--- config.mk ---
export PLATFORM = sky130hd
export DESIGN_NAME = count_window_monitor_flat
export DESIGN_NICKNAME = d
export VERILOG_FILES = /design/src/rtl/cnt_mon_pkg.sv /design/src/rtl/count_window_monitor_if.sv /design/src/rtl/cnt_delta_sat.sv /design/src/rtl/count_window_monitor.sv /design/src/flat_wrapper.sv
export SDC_FILE = /design/constraint.sdc
export NUM_CORES = 1
export LEC_CHECK = 0
export BUFFER_PORTS_ARGS = -buffer_cell sky130_fd_sc_hd__buf_2
export CAP_MARGIN = 20
export CORE_ASPECT_RATIO = 1.2
export CORE_MARGIN = 2
export CORE_UTILIZATION = 47
export DETAILED_ROUTE_END_ITERATION = 10
export GPL_ROUTABILITY_DRIVEN = 0
export GPL_TIMING_DRIVEN = 0
export HOLD_SLACK_MARGIN = 0.03
export PLACE_DENSITY_LB_ADDON = 0.25
export SETUP_SLACK_MARGIN = 0.15
export SYNTH_ARGS = -nofsm -noshare
export SYNTH_HDL_FRONTEND = slang
export SYNTH_HIERARCHICAL = 1
export SYNTH_SLANG_ARGS = --single-unit
export TNS_END_PERCENT = 50
--- constraint.sdc ---
create_clock -name clk -period 10.75 [get_ports clk]
set_input_delay 1.6125 -clock clk [delete_from_list [all_inputs] [get_ports clk]]
set_output_delay 1.6125 -clock clk [all_outputs]
set_load 0.03 [all_outputs]
--- src/rtl/cnt_mon_pkg.sv ---
// cnt_mon_pkg: shared state type, default sizing and saturation helper for count_window_monitor.
package cnt_mon_pkg;
   typedef enum logic [1:0] {IDLE, ARM, RUN} state_t;
   localparam int DEF_DW = 32;
   localparam int unsigned DEF_WINDOW = 1000;
   function automatic logic [63:0] sat_max(input int dw);
      return (dw >= 64) ? '1 : (64'd1 << dw) - 64'd1;
   endfunction
endpackage

--- src/rtl/count_window_monitor_if.sv ---
// count_window_monitor_if: report record handshake between the monitor and its consumer.
interface count_window_monitor_if #(parameter int DW = cnt_mon_pkg::DEF_DW);
   logic rpt_valid, rpt_ack, rpt_over0, rpt_over1, rpt_lost;
   logic [DW-1:0] rpt_delta0, rpt_delta1;
   modport master(output rpt_valid, rpt_delta0, rpt_delta1, rpt_over0, rpt_over1, rpt_lost, input rpt_ack);
   modport slave(input rpt_valid, rpt_delta0, rpt_delta1, rpt_over0, rpt_over1, rpt_lost, output rpt_ack);
endinterface

--- src/rtl/cnt_delta_sat.sv ---
// cnt_delta_sat: 64-bit window delta; an upstream counter reset (count below snapshot) yields the count itself.
module cnt_delta_sat
   import cnt_mon_pkg::*;
#(
   parameter int DW = DEF_DW
) (
   input  logic [63:0]   i_count,
   input  logic [63:0]   i_snap,
   output logic [DW-1:0] o_delta
);
   logic [63:0] w_diff;
   assign w_diff  = (i_count < i_snap) ? i_count : i_count - i_snap;
   assign o_delta = (w_diff > sat_max(DW)) ? '1 : w_diff[DW-1:0];
endmodule

--- src/rtl/count_window_monitor.sv ---
// count_window_monitor: per-window count deltas with threshold flags, reported over a valid/ack record.
// Define CNT_MON_PEAK_EN to add o_peak0/o_peak1 (max delta since reset or start).
module count_window_monitor
   import cnt_mon_pkg::*;
#(
   parameter int unsigned WINDOW = DEF_WINDOW,
   parameter int          DW     = DEF_DW
) (
   input  logic                   clk,
   input  logic                   rst,
   count_window_monitor_if.master rpt,
   input  logic                   i_start,
   input  logic                   i_stop,
   input  logic [63:0]            i_count0,
   input  logic [63:0]            i_count1,
   input  logic [DW-1:0]          i_thresh0,
   input  logic [DW-1:0]          i_thresh1,
   output logic                   o_busy
`ifdef CNT_MON_PEAK_EN
   ,
   output logic [DW-1:0]          o_peak0,
   output logic [DW-1:0]          o_peak1
`endif
);
   state_t r_state, w_next;
   logic [31:0] r_timer;
   logic [63:0] r_snap0, r_snap1;
   logic [DW-1:0] w_delta0, w_delta1, r_delta0, r_delta1;
   logic r_valid, r_over0, r_over1, r_lost;
   logic w_win_end, w_free, w_take;

   cnt_delta_sat #(.DW(DW)) u_sat0 (.i_count(i_count0), .i_snap(r_snap0), .o_delta(w_delta0));
   cnt_delta_sat #(.DW(DW)) u_sat1 (.i_count(i_count1), .i_snap(r_snap1), .o_delta(w_delta1));

   // A Stop on the closing cycle discards that window as well
   assign w_win_end = (r_state == RUN) && (r_timer == WINDOW - 1) && !i_stop;
   assign w_take    = r_valid && rpt.rpt_ack;
   assign w_free    = !r_valid || rpt.rpt_ack;

   always_comb begin
      w_next = i_stop ? IDLE : (r_state == IDLE) ? (i_start ? ARM : IDLE) : RUN;
   end

   always_ff @(posedge clk) begin
      if (rst) begin
         r_state  <= IDLE;
         r_timer  <= '0;
         r_snap0  <= '0;
         r_snap1  <= '0;
         r_valid  <= 1'b0;
         r_delta0 <= '0;
         r_delta1 <= '0;
         r_over0  <= 1'b0;
         r_over1  <= 1'b0;
         r_lost   <= 1'b0;
      end else begin
         r_state <= w_next;
         r_timer <= (r_state == RUN && !w_win_end) ? r_timer + 32'd1 : '0;
         if (r_state == ARM || w_win_end) begin
            r_snap0 <= i_count0;
            r_snap1 <= i_count1;
         end
         if (w_win_end && w_free) begin
            r_valid  <= 1'b1;
            r_delta0 <= w_delta0;
            r_delta1 <= w_delta1;
            r_over0  <= w_delta0 > i_thresh0;
            r_over1  <= w_delta1 > i_thresh1;
         end else if (w_take) begin
            r_valid <= 1'b0;
         end
         r_lost <= (w_win_end && !w_free) || (r_lost && !w_take);
      end
   end

`ifdef CNT_MON_PEAK_EN
   logic [DW-1:0] r_peak0, r_peak1;
   always_ff @(posedge clk) begin
      if (rst || r_state == ARM) begin
         r_peak0 <= '0;
         r_peak1 <= '0;
      end else if (w_win_end) begin
         r_peak0 <= (w_delta0 > r_peak0) ? w_delta0 : r_peak0;
         r_peak1 <= (w_delta1 > r_peak1) ? w_delta1 : r_peak1;
      end
   end
   assign o_peak0 = r_peak0;
   assign o_peak1 = r_peak1;
`endif

   assign o_busy         = r_state != IDLE;
   assign rpt.rpt_valid  = r_valid;
   assign rpt.rpt_delta0 = r_delta0;
   assign rpt.rpt_delta1 = r_delta1;
   assign rpt.rpt_over0  = r_over0;
   assign rpt.rpt_over1  = r_over1;
   assign rpt.rpt_lost   = r_lost;
endmodule

--- src/flat_wrapper.sv ---
// flat-port wrapper written by rule: the top's interface ports become plain ports
module count_window_monitor_flat import cnt_mon_pkg::*;
#(
   parameter int unsigned WINDOW = DEF_WINDOW,
   parameter int          DW     = DEF_DW
)
  (clk, rst, i_start, i_stop, i_count0, i_count1, i_thresh0, i_thresh1, o_busy, rpt_rpt_valid, rpt_rpt_delta0, rpt_rpt_delta1, rpt_rpt_over0, rpt_rpt_over1, rpt_rpt_lost, rpt_rpt_ack);
  count_window_monitor_if #(.DW(DW)) rpt_i ();
  input  logic clk;
  input  logic rst;
  input  logic i_start;
  input  logic i_stop;
  input  logic [63:0] i_count0;
  input  logic [63:0] i_count1;
  input  logic [DW-1:0] i_thresh0;
  input  logic [DW-1:0] i_thresh1;
  output logic o_busy;
  output wire logic [$bits(rpt_i.rpt_valid)-1:0] rpt_rpt_valid;
  output wire logic [$bits(rpt_i.rpt_delta0)-1:0] rpt_rpt_delta0;
  output wire logic [$bits(rpt_i.rpt_delta1)-1:0] rpt_rpt_delta1;
  output wire logic [$bits(rpt_i.rpt_over0)-1:0] rpt_rpt_over0;
  output wire logic [$bits(rpt_i.rpt_over1)-1:0] rpt_rpt_over1;
  output wire logic [$bits(rpt_i.rpt_lost)-1:0] rpt_rpt_lost;
  input wire logic [$bits(rpt_i.rpt_ack)-1:0] rpt_rpt_ack;
  assign rpt_rpt_valid = rpt_i.rpt_valid;
  assign rpt_rpt_delta0 = rpt_i.rpt_delta0;
  assign rpt_rpt_delta1 = rpt_i.rpt_delta1;
  assign rpt_rpt_over0 = rpt_i.rpt_over0;
  assign rpt_rpt_over1 = rpt_i.rpt_over1;
  assign rpt_rpt_lost = rpt_i.rpt_lost;
  assign rpt_i.rpt_ack = rpt_rpt_ack;
  count_window_monitor #(.WINDOW(WINDOW), .DW(DW)) u_core (.clk(clk), .rst(rst), .rpt(rpt_i), .i_start(i_start), .i_stop(i_stop), .i_count0(i_count0), .i_count1(i_count1), .i_thresh0(i_thresh0), .i_thresh1(i_thresh1), .o_busy(o_busy));
endmodule
* Yosys cells after proc, flatten, opt, wreduce, memory -nomap -nowiden *
Index checks and enable logic that the tools add are counted.

cells by class
  add/sub/neg operators = 3
  magnitude comparators = 6
  eq/ne operators = 3
  mux-type cells = 8
  bitwise logic cells = 2
  reduce and logical (&&, ||, !) cells = 21

operator list
  operator               number
  $gt 64x32->1 const B   2
  $lt 64x64->1           2
  $mux 64                2
  $sub 64x64->64         2
  $gt 32x32->1           2
  $mux 32                2
  $add 32x1->32 const B  1
  $eq 32x10->1 const B   1
  $logic_and 1x1->1      7
  $logic_not 1->1        5
  $reduce_bool 2->1      2
  $reduce_or 2->1        2
  $logic_or 1x1->1       3
  $mux 1                 3
  $reduce_or 3->1        1
  $eq 2x1->1 const B     1
  $eq 2x2->1 const B     1
  $logic_not 2->1        1
  $mux 2                 1
  $not 1->1              2

word-level totals
  register bits = 230
  output and inout port bits = 69
  word-level logic and storage cells = 54

* Depth between registers and ports, before layout *
Gate-level depths: netlist (run 1).

  depth in word-level cells = 7
  gate-level depth with buffers = 23
  gate-level depth less buffers = 21

* By module *
Netlist (run 1), hierarchy kept.

by module, submodules not included
  module                         times used  cells each  area an instance (sq um)  seq. area each (sq um)
  count_window_monitor           1           1293        10356.2                   4604.4
  cnt_delta_sat (u_core.u_sat1)  1           897         5509.0                    0.0
  cnt_delta_sat (u_core.u_sat0)  1           904         5486.5                    0.0

* Worst setup path after synthesis (run 1) *
OpenSTA, ideal clock, no wires.

  path kind = input to register
  start point = in i_count0[0]
  end point = reg u_core.r_over0 (netlist: u_core/rpt.rpt_over0)
  setup time = 0.134 ns
  arrival = 6.718 ns
  data required time = 10.616 ns
  slack = 3.898 ns
  cell stages on the path = 21
  path buffers = 1
  cell sequence = inv_1 > ha_1 > fa_1 > nand2b_1 > a21o_1 > a311o_1 > a31oi_4 > o2111ai_2 > a311o_1 > or4_1 > nor4_1 > nand4_1 > o32ai_4 > buf_6 > nand4b_1 > ha_1 > nand4_1 > or4_1 > or3b_2 > mux2i_1 > a311oi_1

on the way
  word-level cells in the longest chain between the ends = 5

RTL lines
  element                                         RTL line                    RTL
  start: declaration                              flat_wrapper.sv:13          input logic [63:0] i_count0;
  $sub 64x64->64 or $lt 64x64->1 (tied branches)  cnt_delta_sat.sv:12         assign w_diff = (i_count < i_snap) ? i_count : i_count - i_snap;
  $mux 64 (*)                                     cnt_delta_sat.sv:12
  $gt 64x32->1                                    cnt_delta_sat.sv:13         assign o_delta = (w_diff > sat_max(DW)) ? '1 : w_diff[DW-1:0];
  $mux 32 (*)                                     cnt_delta_sat.sv:13
  named net u_core.w_delta0[14]                   count_window_monitor.sv:28  logic [DW-1:0] w_delta0, w_delta1, r_delta0, r_delta1;
  $gt 32x32->1 (*)                                count_window_monitor.sv:67  r_over0 <= w_delta0 > i_thresh0;
  end signal: assignment                          count_window_monitor.sv:67
  end: declaration                                count_window_monitor.sv:29  logic r_valid, r_over0, r_over1, r_lost;

Mark *: on every way through the listed nets, which the timed path passes. The rest lies on a longest branch.
A chain may end at the register's enable or synchronous reset.

* Worst setup path in the final report (run 1) *
  start point = in i_count0[34]
  end point = reg u_core.r_over0 (netlist: u_core/rpt.rpt_over0)

The elaborated chain is that of the path after synthesis.

==> results of run 1 <==
## path summary, 6_finish.rpt
| path | end | start | slack (ps) |
|---|---|---|---|
| max | u_core/rpt.rpt_over0 | i_count0[34] | 2460 |
| min | u_core/rpt.rpt_delta1[29] | u_core/rpt.rpt_delta1[29] | 450 |
| max reg2reg | u_core/rpt.rpt_over0 | u_core/r_snap0[34] | 3260 |
| min reg2reg | u_core/rpt.rpt_delta1[29] | u_core/rpt.rpt_delta1[29] | 450 |
## state kept, by name, indices dropped and copies added (netlist names)
register and flops:
u_core/r_snap1 64, u_core/rpt.rpt_delta1 32, u_core/rpt.rpt_valid 1, u_core/rpt.rpt_delta0 32, u_core/r_snap0 64, u_core/rpt.rpt_over0 1, u_core/rpt.rpt_over1 1, u_core/r_state 2
u_core/rpt.rpt_lost 1, u_core/r_timer 32
## layout make-up
| cell class | instances | area [um2] |
|---|---|---|
| Fill cell | 4607 | 20600 |
| Multi-Input combinational cell | 2435 | 15000 |
| Sequential cell | 230 | 4600 |
| Timing Repair Buffer | 266 | 1350 |
| Buffer | 205 | 955 |
| Inverter | 224 | 841 |
| Tap cell | 609 | 762 |
| Clock buffer | 35 | 724 |
| Clock inverter | 7 | 75.1 |
| Antenna cell | 7 | 17.5 |
## kinds of logic after synthesis
kind of cell    share of synthesized area
simple gates                        0.252
mux                               0.00674
compound gates                      0.277
buf+inv                            0.0841
fa+ha+maj                           0.115
flops                               0.216
xor+xnor                           0.0488
## routing by layer
metal | vias to the layer above | GRT usage
li1 | 11700 | -
met1 | 11100 | 0.364
met2 | 961 | 0.556
met3 | 265 | 0.0393
met4 | 8 | 0.160
met5 | - | 0
## cell usage in the layout (no fill, tap or decap), drive strengths merged, types with 8 or more instances in the layout
cell type,count
a211o,9
a211oi,20
a21boi,11
a21o,31
a21oi,421
a221oi,8
a31oi,14
and2,10
and3,21
and4,11
buf,358
clkbuf,148
dfxtp,230
ha,193
inv,225
mux2i,11
nand2,401
nand2b,17
nand3,195
nand4,101
nand4b,35
nor2,159
nor2b,10
nor3,42
nor4,42
o211ai,25
o21a,30
o21ai,351
o21bai,14
o31ai,12
or3,18
or4,13
xnor2,51
xor2,68
## synthesized netlist by cell type, types with 50 or more instances
cell type / instances / area (um2)
nor2_1: 159 / 597
dfxtp_1: 230 / 4600
nand4_1: 101 / 632
clkbuf_1: 110 / 413
buf_2: 61 / 305
o21ai_0: 298 / 1490
o21ai_1: 50 / 250
a21oi_1: 410 / 2050
xnor2_1: 51 / 447
ha_1: 193 / 2410
xor2_1: 68 / 596
nand2_1: 401 / 1510
inv_1: 224 / 841
nand3_1: 194 / 971
## metrics by stage
step	instances	instance area, um2
2_1_floorplan	3094	21400
3_3_place_gp	3967	23400
3_5_place_dp	3969	23500
4_1_cts	4011	24300
5_1_grt	4017	24300
6_report	4018	24300
## worst max-delay path, cell delays in order
cell and delay (ps):
buf_2 120, ha_1 280, clkbuf_1 350, nand2_1 160, nor2_1 570, nand3_1 220
a2111oi_0 730, nor3_1 190, xor2_1 170, nand3_1 90, nor4_1 440, nand4_1 330
o21ai_1 560, clkbuf_1 470, nand4b_1 350, ha_1 400, nand4_1 160, nor4_1 820
or3b_2 500, mux2i_1 130, a311oi_1 60
## power by group
part / leakage (nW) / switching (mW) / internal (mW) / total, mW
registers: 1.86 / 0.00852 / 0.868 / 0.877
logic: 6.97 / 0.477 / 0.270 / 0.747
clock network: 0.396 / 0.380 / 0.492 / 0.872
==> out/results.txt, run 1 <==
Outcome - complete, no violations
Worst hold stages - 2
Post-synth EDFFs - 0
Slew Viols, Final - 0
Setup Viol. Count Final - 0
DR iter-0 viols - 1918
Root buf cell - clkbuf_16
Die area - 47200 um2
Post-Synthesis Cell Area - 21400 um2
HP Class - flop to flop
Layout cells sized above 1 - 0.127
Main synth FF type - dfxtp_1
R2R depth - 21
Initial Utilization - 0.476
First-pass DRT Iterations - 6
CTS tree - built
Highest metal used - met5
Setup Skew - 16.2 ps
Core ar. - 44900 um2
CTS sink cnt - 230
Final worst-path cycle share - 0.771
Clk buf depth - 3
Remaining DRCs - 0
Critical path startpoint category - input port
Die W - 199 um
Final nets - 3780
H-tree level count - 1
Fmax - 0.121 GHz
Post-route ant nets - 0
Port buffer count - 264
Tot Pwr - 2.50 mW
Sum Neg Setup Slack - 0 ps
Critical path capture point type - flop
Library cells used by synthesis - 91
Post-cts resize count - 0
Worst-margin pin slew - 1150 ps
Skew-Pair Late Insertion Delay - 570 ps
Sequential fraction of the synthesis area - 0.216
Pin count of the biggest net entering global routing - 14
Max_cap viols - 0
CTS Hold Bufs - 0
Worst-path clk slew - 60 ps
Dpl hpwl - 61700 um
Gate count of the mapped netlist - 3094
Crit path max fanout - 10
First-pass GRT wire length - 118000 um
Routed WL per cell - 19.1 um
Finished Core Util - 0.541
Met2 wire length - 37200 um
Min Hold Slack - 447 ps
Io pins - 266
Die height - 237 um
Vias in the first global route - 22500
Postcts setup bufs - 0
CP Class - input port to flop
Synth Register Bits - 230
Max IR drop VDD - 0.118 mV
Pwr dens - 103 nW/um2
Relative slew slack - 0.231
Total track usage - 0.312
CP required - 11170 ps
RSZ-0062 raised after global routing - false
Mapped Nets - 3486
GRT overflow - 0
Via density - 5.99
Leakage - 9.23 nW
Initial antenna violation count - 10
Final Hold Viols - 0
Row cnt - 85
WL met1 - 30500 um
Vias after detailed routing - 24100
Worst slack, placed - 2180 ps
Post-route setup slack - 2460 ps
Period minus WS final - 8290 ps
Ys async rst share - 0
Final WL - 76800 um
Synth Warn # - 6
Met3 Wirelength - 4840 um
Total CTS buffers - 26
Worst EP arrival - 8710 ps
Area delta synth->final - 13.7%
Syn avg cell area - 6.90 um2
Power figures use the tool's default switching activity.
==> run 2, diff against run 1 <==
--- a/config.mk
+++ b/config.mk
@@ -5,6 +5,7 @@
 export SDC_FILE = /design/constraint.sdc
 export NUM_CORES = 1
 export LEC_CHECK = 0
+export ABC_AREA = 1
 export BUFFER_PORTS_ARGS = -buffer_cell sky130_fd_sc_hd__buf_2
 export CAP_MARGIN = 20
 export CORE_ASPECT_RATIO = 1.2
==> constraint.sdc (replaced) <==
create_clock -name clk -period 7.8 [get_ports clk]
set_input_delay 1.17 -clock clk [delete_from_list [all_inputs] [get_ports clk]]
set_output_delay 1.17 -clock clk [all_outputs]
set_load 0.03 [all_outputs]
==> out/results.txt, run 2 <==
Fmax - 0.192 GHz
Fraction of the mapped netlist area in compound gates - 0.110 (-0.168)
Final nets - 5207 (+38%)
GRT overflow - 0 (unchanged)
HP Class - flop to flop
Dpl hpwl - 73400 um (+19%)
Worst hold stages - 1 (-1)
Port buffer count - 264 (unchanged)
Postcts setup bufs - 0 (unchanged)
Power Internal - 2.38 mW (+46%)
Routed WL per cell - 15.8 um (-18%)
Mapped Nets - 4910 (+41%)
Largest family of logic cells by synthesized area - simple AND/OR/NAND/NOR gates
CTS Hold Bufs - 0 (unchanged)
Setup Viol. Count Final - 0 (unchanged)
Skew-Pair Late Insertion Delay - 590 ps (+20 ps)
Sw power - 1.38 mW (+59%)
Pin count of the biggest net entering global routing - 14 (unchanged)
Sum Neg Setup Slack - 0 ps (unchanged)
Reg2reg setup slack - 3080 ps (-180 ps)
Max IR drop VDD - 0.172 mV (+46%)
Slew Viols, Final - 0 (unchanged)
Synth Register Bits - 230 (unchanged)
First-pass DRT Iterations - 9 (+3)
XOR/XNOR share of the synthesized area - 0.0277 (-0.0211)
Vias in the first global route - 26200 (+16%)
Io pins - 266 (unchanged)
Finished Core Util - 0.536 (-0.00497)
Sequential fraction of the synthesis area - 0.184 (-0.0313)
Total CTS buffers - 28 (+7.7%)
Row cnt - 92 (+8.2%)
Sequential share of power - 0.321 (-0.030)
Max_cap viols - 0 (unchanged)
Initial antenna violation count - 9 (-1)
Most common cell after layout, fill and taps aside - nand2_1
Die W - 214 um (+8.0%)
CP required - 8200 ps (-2970 ps)
Commonest cells in the netlist - nand2_1 (1579), inv_1 (935), nand3_1 (344)
Post-synth EDFFs - 0 (unchanged)
Library cells used by synthesis - 42 (-54%)
CP Class - input port to flop
Layout cells sized above 1 - 0.0983 (-0.0287)
Critical path capture point type - flop
Via density - 5.06 (-16%)
Final WL - 87400 um (+14%)
Slowest-stage cell, CP - fa_1
Post-route ant nets - 0 (unchanged)
R2R depth - 27 (+29%)
Worst EP arrival - 5610 ps (-3100 ps)
Vias after detailed routing - 28000 (+17%)
Comb power frac - 0.335 (+0.036)
Leakage - 15.0 nW (+63%)
Initial Utilization - 0.476 (about the same)
Final Hold Viols - 0 (unchanged)
Crit path max fanout - 10 (unchanged)
Syn avg cell area - 5.53 um2 (-20%)
Relative slew slack - 0.366 (+0.134)
Ys async rst share - 0 (unchanged)
Clock power share - 0.344 (-0.005)
Outcome - complete, no violations
Sw Ratio - 0.366 (+0.0198)
Post-Synthesis Cell Area - 25000 um2 (+17%)
Die area - 55000 um2 (+17%)
Root buf cell - clkbuf_16
RSZ-0062 raised after global routing - false
Final worst-path cycle share - 0.667
Worst-path clk slew - 60 ps (about the same)
Pwr dens - 134 nW/um2 (+30%)
Most frequent cell after synthesis - nand2_1
Commonest non-fill, non-tap cells in the layout - nand2_1 (1579), inv_1 (935), nand3_1 (344), a21oi_1 (334), buf_2 (297)
Clk buf depth - 3 (unchanged)
Gate count of the mapped netlist - 4518 (+46%)
Largest area contributor in the netlist - nand2_1
Synth Warn # - 6 (unchanged)
Main synth FF type - dfxtp_1
Post-Synth Simple-Gate Area - 0.408 (+0.155)
H-tree level count - 1 (unchanged)
Period minus WS final - 5200 ps
First-pass GRT wire length - 136000 um (+15%)
Most used cell, CP - nand2_1
Worst path max stage delay - 370 ps (-450 ps)
Area delta synth->final - 12.7%
Remaining DRCs - 0 (unchanged)
DR iter-0 viols - 2156 (+12%)
Total track usage - 0.308 (-0.00428)
CTS sink cnt - 230 (unchanged)
Post-synthesis mux area share - 0 (-0.00674)
Critical path startpoint category - input port
CTS tree - built
Core ar. - 52500 um2 (+17%)
Post-cts resize count - 0 (unchanged)
Yosys top cell area share - 0.237 (+0.0217)
Synth Area in Adders - 0.0983 (-0.0167)
Regs by FF count - u_core/r_snap0: 64 flops, u_core/r_snap1: 64 flops
Area contributors post-synth - nand2_1 (24%), dfxtp_1 (18%), inv_1 (14%), ha_1 (9.7%), nand3_1 (6.9%)
Die height - 257 um (+8.0%)
Worst-margin pin slew - 952 ps (-201 ps)
Setup Skew - 27.6 ps (+11.4 ps)
## run 2: kinds of logic after synthesis
kind of cell / count (synthesis)
xor+xnor: 79
compound gates: 506
simple gates: 2431
buf+inv: 1077
fa+ha+maj: 195
flops: 230
## run 2: worst max-delay path: cells and delay by family
kind	cells	cell delay [ps]
AO/OA/AOI/OAI	1	60
adder cells (fa/ha/maj)	3	980
buffers and inverters	5	740
AND/OR/NAND/NOR	25	2650
## run 2: final cells by class
cell class / instances / area [um2]
Antenna cell: 8 / 20.0
Buffer: 113 / 681
Clock buffer: 40 / 827
Clock inverter: 8 / 68.8
Fill cell: 5782 / 24400
Inverter: 964 / 3620
Multi-Input combinational cell: 3211 / 16100
Sequential cell: 230 / 4600
Tap cell: 705 / 882
Timing Repair Buffer: 267 / 1370
## run 2: path summary, 6_finish.rpt
path / from / end
max: i_count1[0] / u_core/rpt.rpt_over1
min: u_core/r_timer[0] / u_core/r_timer[0]
max reg2reg: u_core/r_snap1[30] / u_core/rpt.rpt_over1
min reg2reg: u_core/r_timer[0] / u_core/r_timer[0]
## run 2: through the flow
stage          setup slack, ps  cell area, um2  cells  total power [mW]  hold slack (ps)
6_report                  2600           28100   5546              3.76              446
5_1_grt                   2370           28100   5545              3.99              480
4_1_cts                   2710           28100   5538              3.77              447
3_5_place_dp              2120           27200   5490              2.46              439
3_3_place_gp              2150           27200   5487              2.45              433
2_1_floorplan             3280           25000   4518              2.08              418
## run 2: power by group through the flow
stage	Sequential (mW)	Clock [mW]	Combinational, mW
3_3_place_gp	1.23	0	1.22
5_1_grt	1.21	1.37	1.41
3_5_place_dp	1.23	0	1.23
4_1_cts	1.21	1.33	1.24
6_report	1.21	1.29	1.26
2_1_floorplan	1.23	0	0.853
## run 2: per-layer routing
| layer | track usage | vias up | share of wire |
|---|---|---|---|
| met5 | 0 | - | 0.00038 |
| met2 | 0.552 | 935 | 0.48 |
| met3 | 0.0304 | 278 | 0.053 |
| li1 | - | 14400 | - |
| met1 | 0.344 | 12400 | 0.39 |
| met4 | 0.210 | 4 | 0.075 |
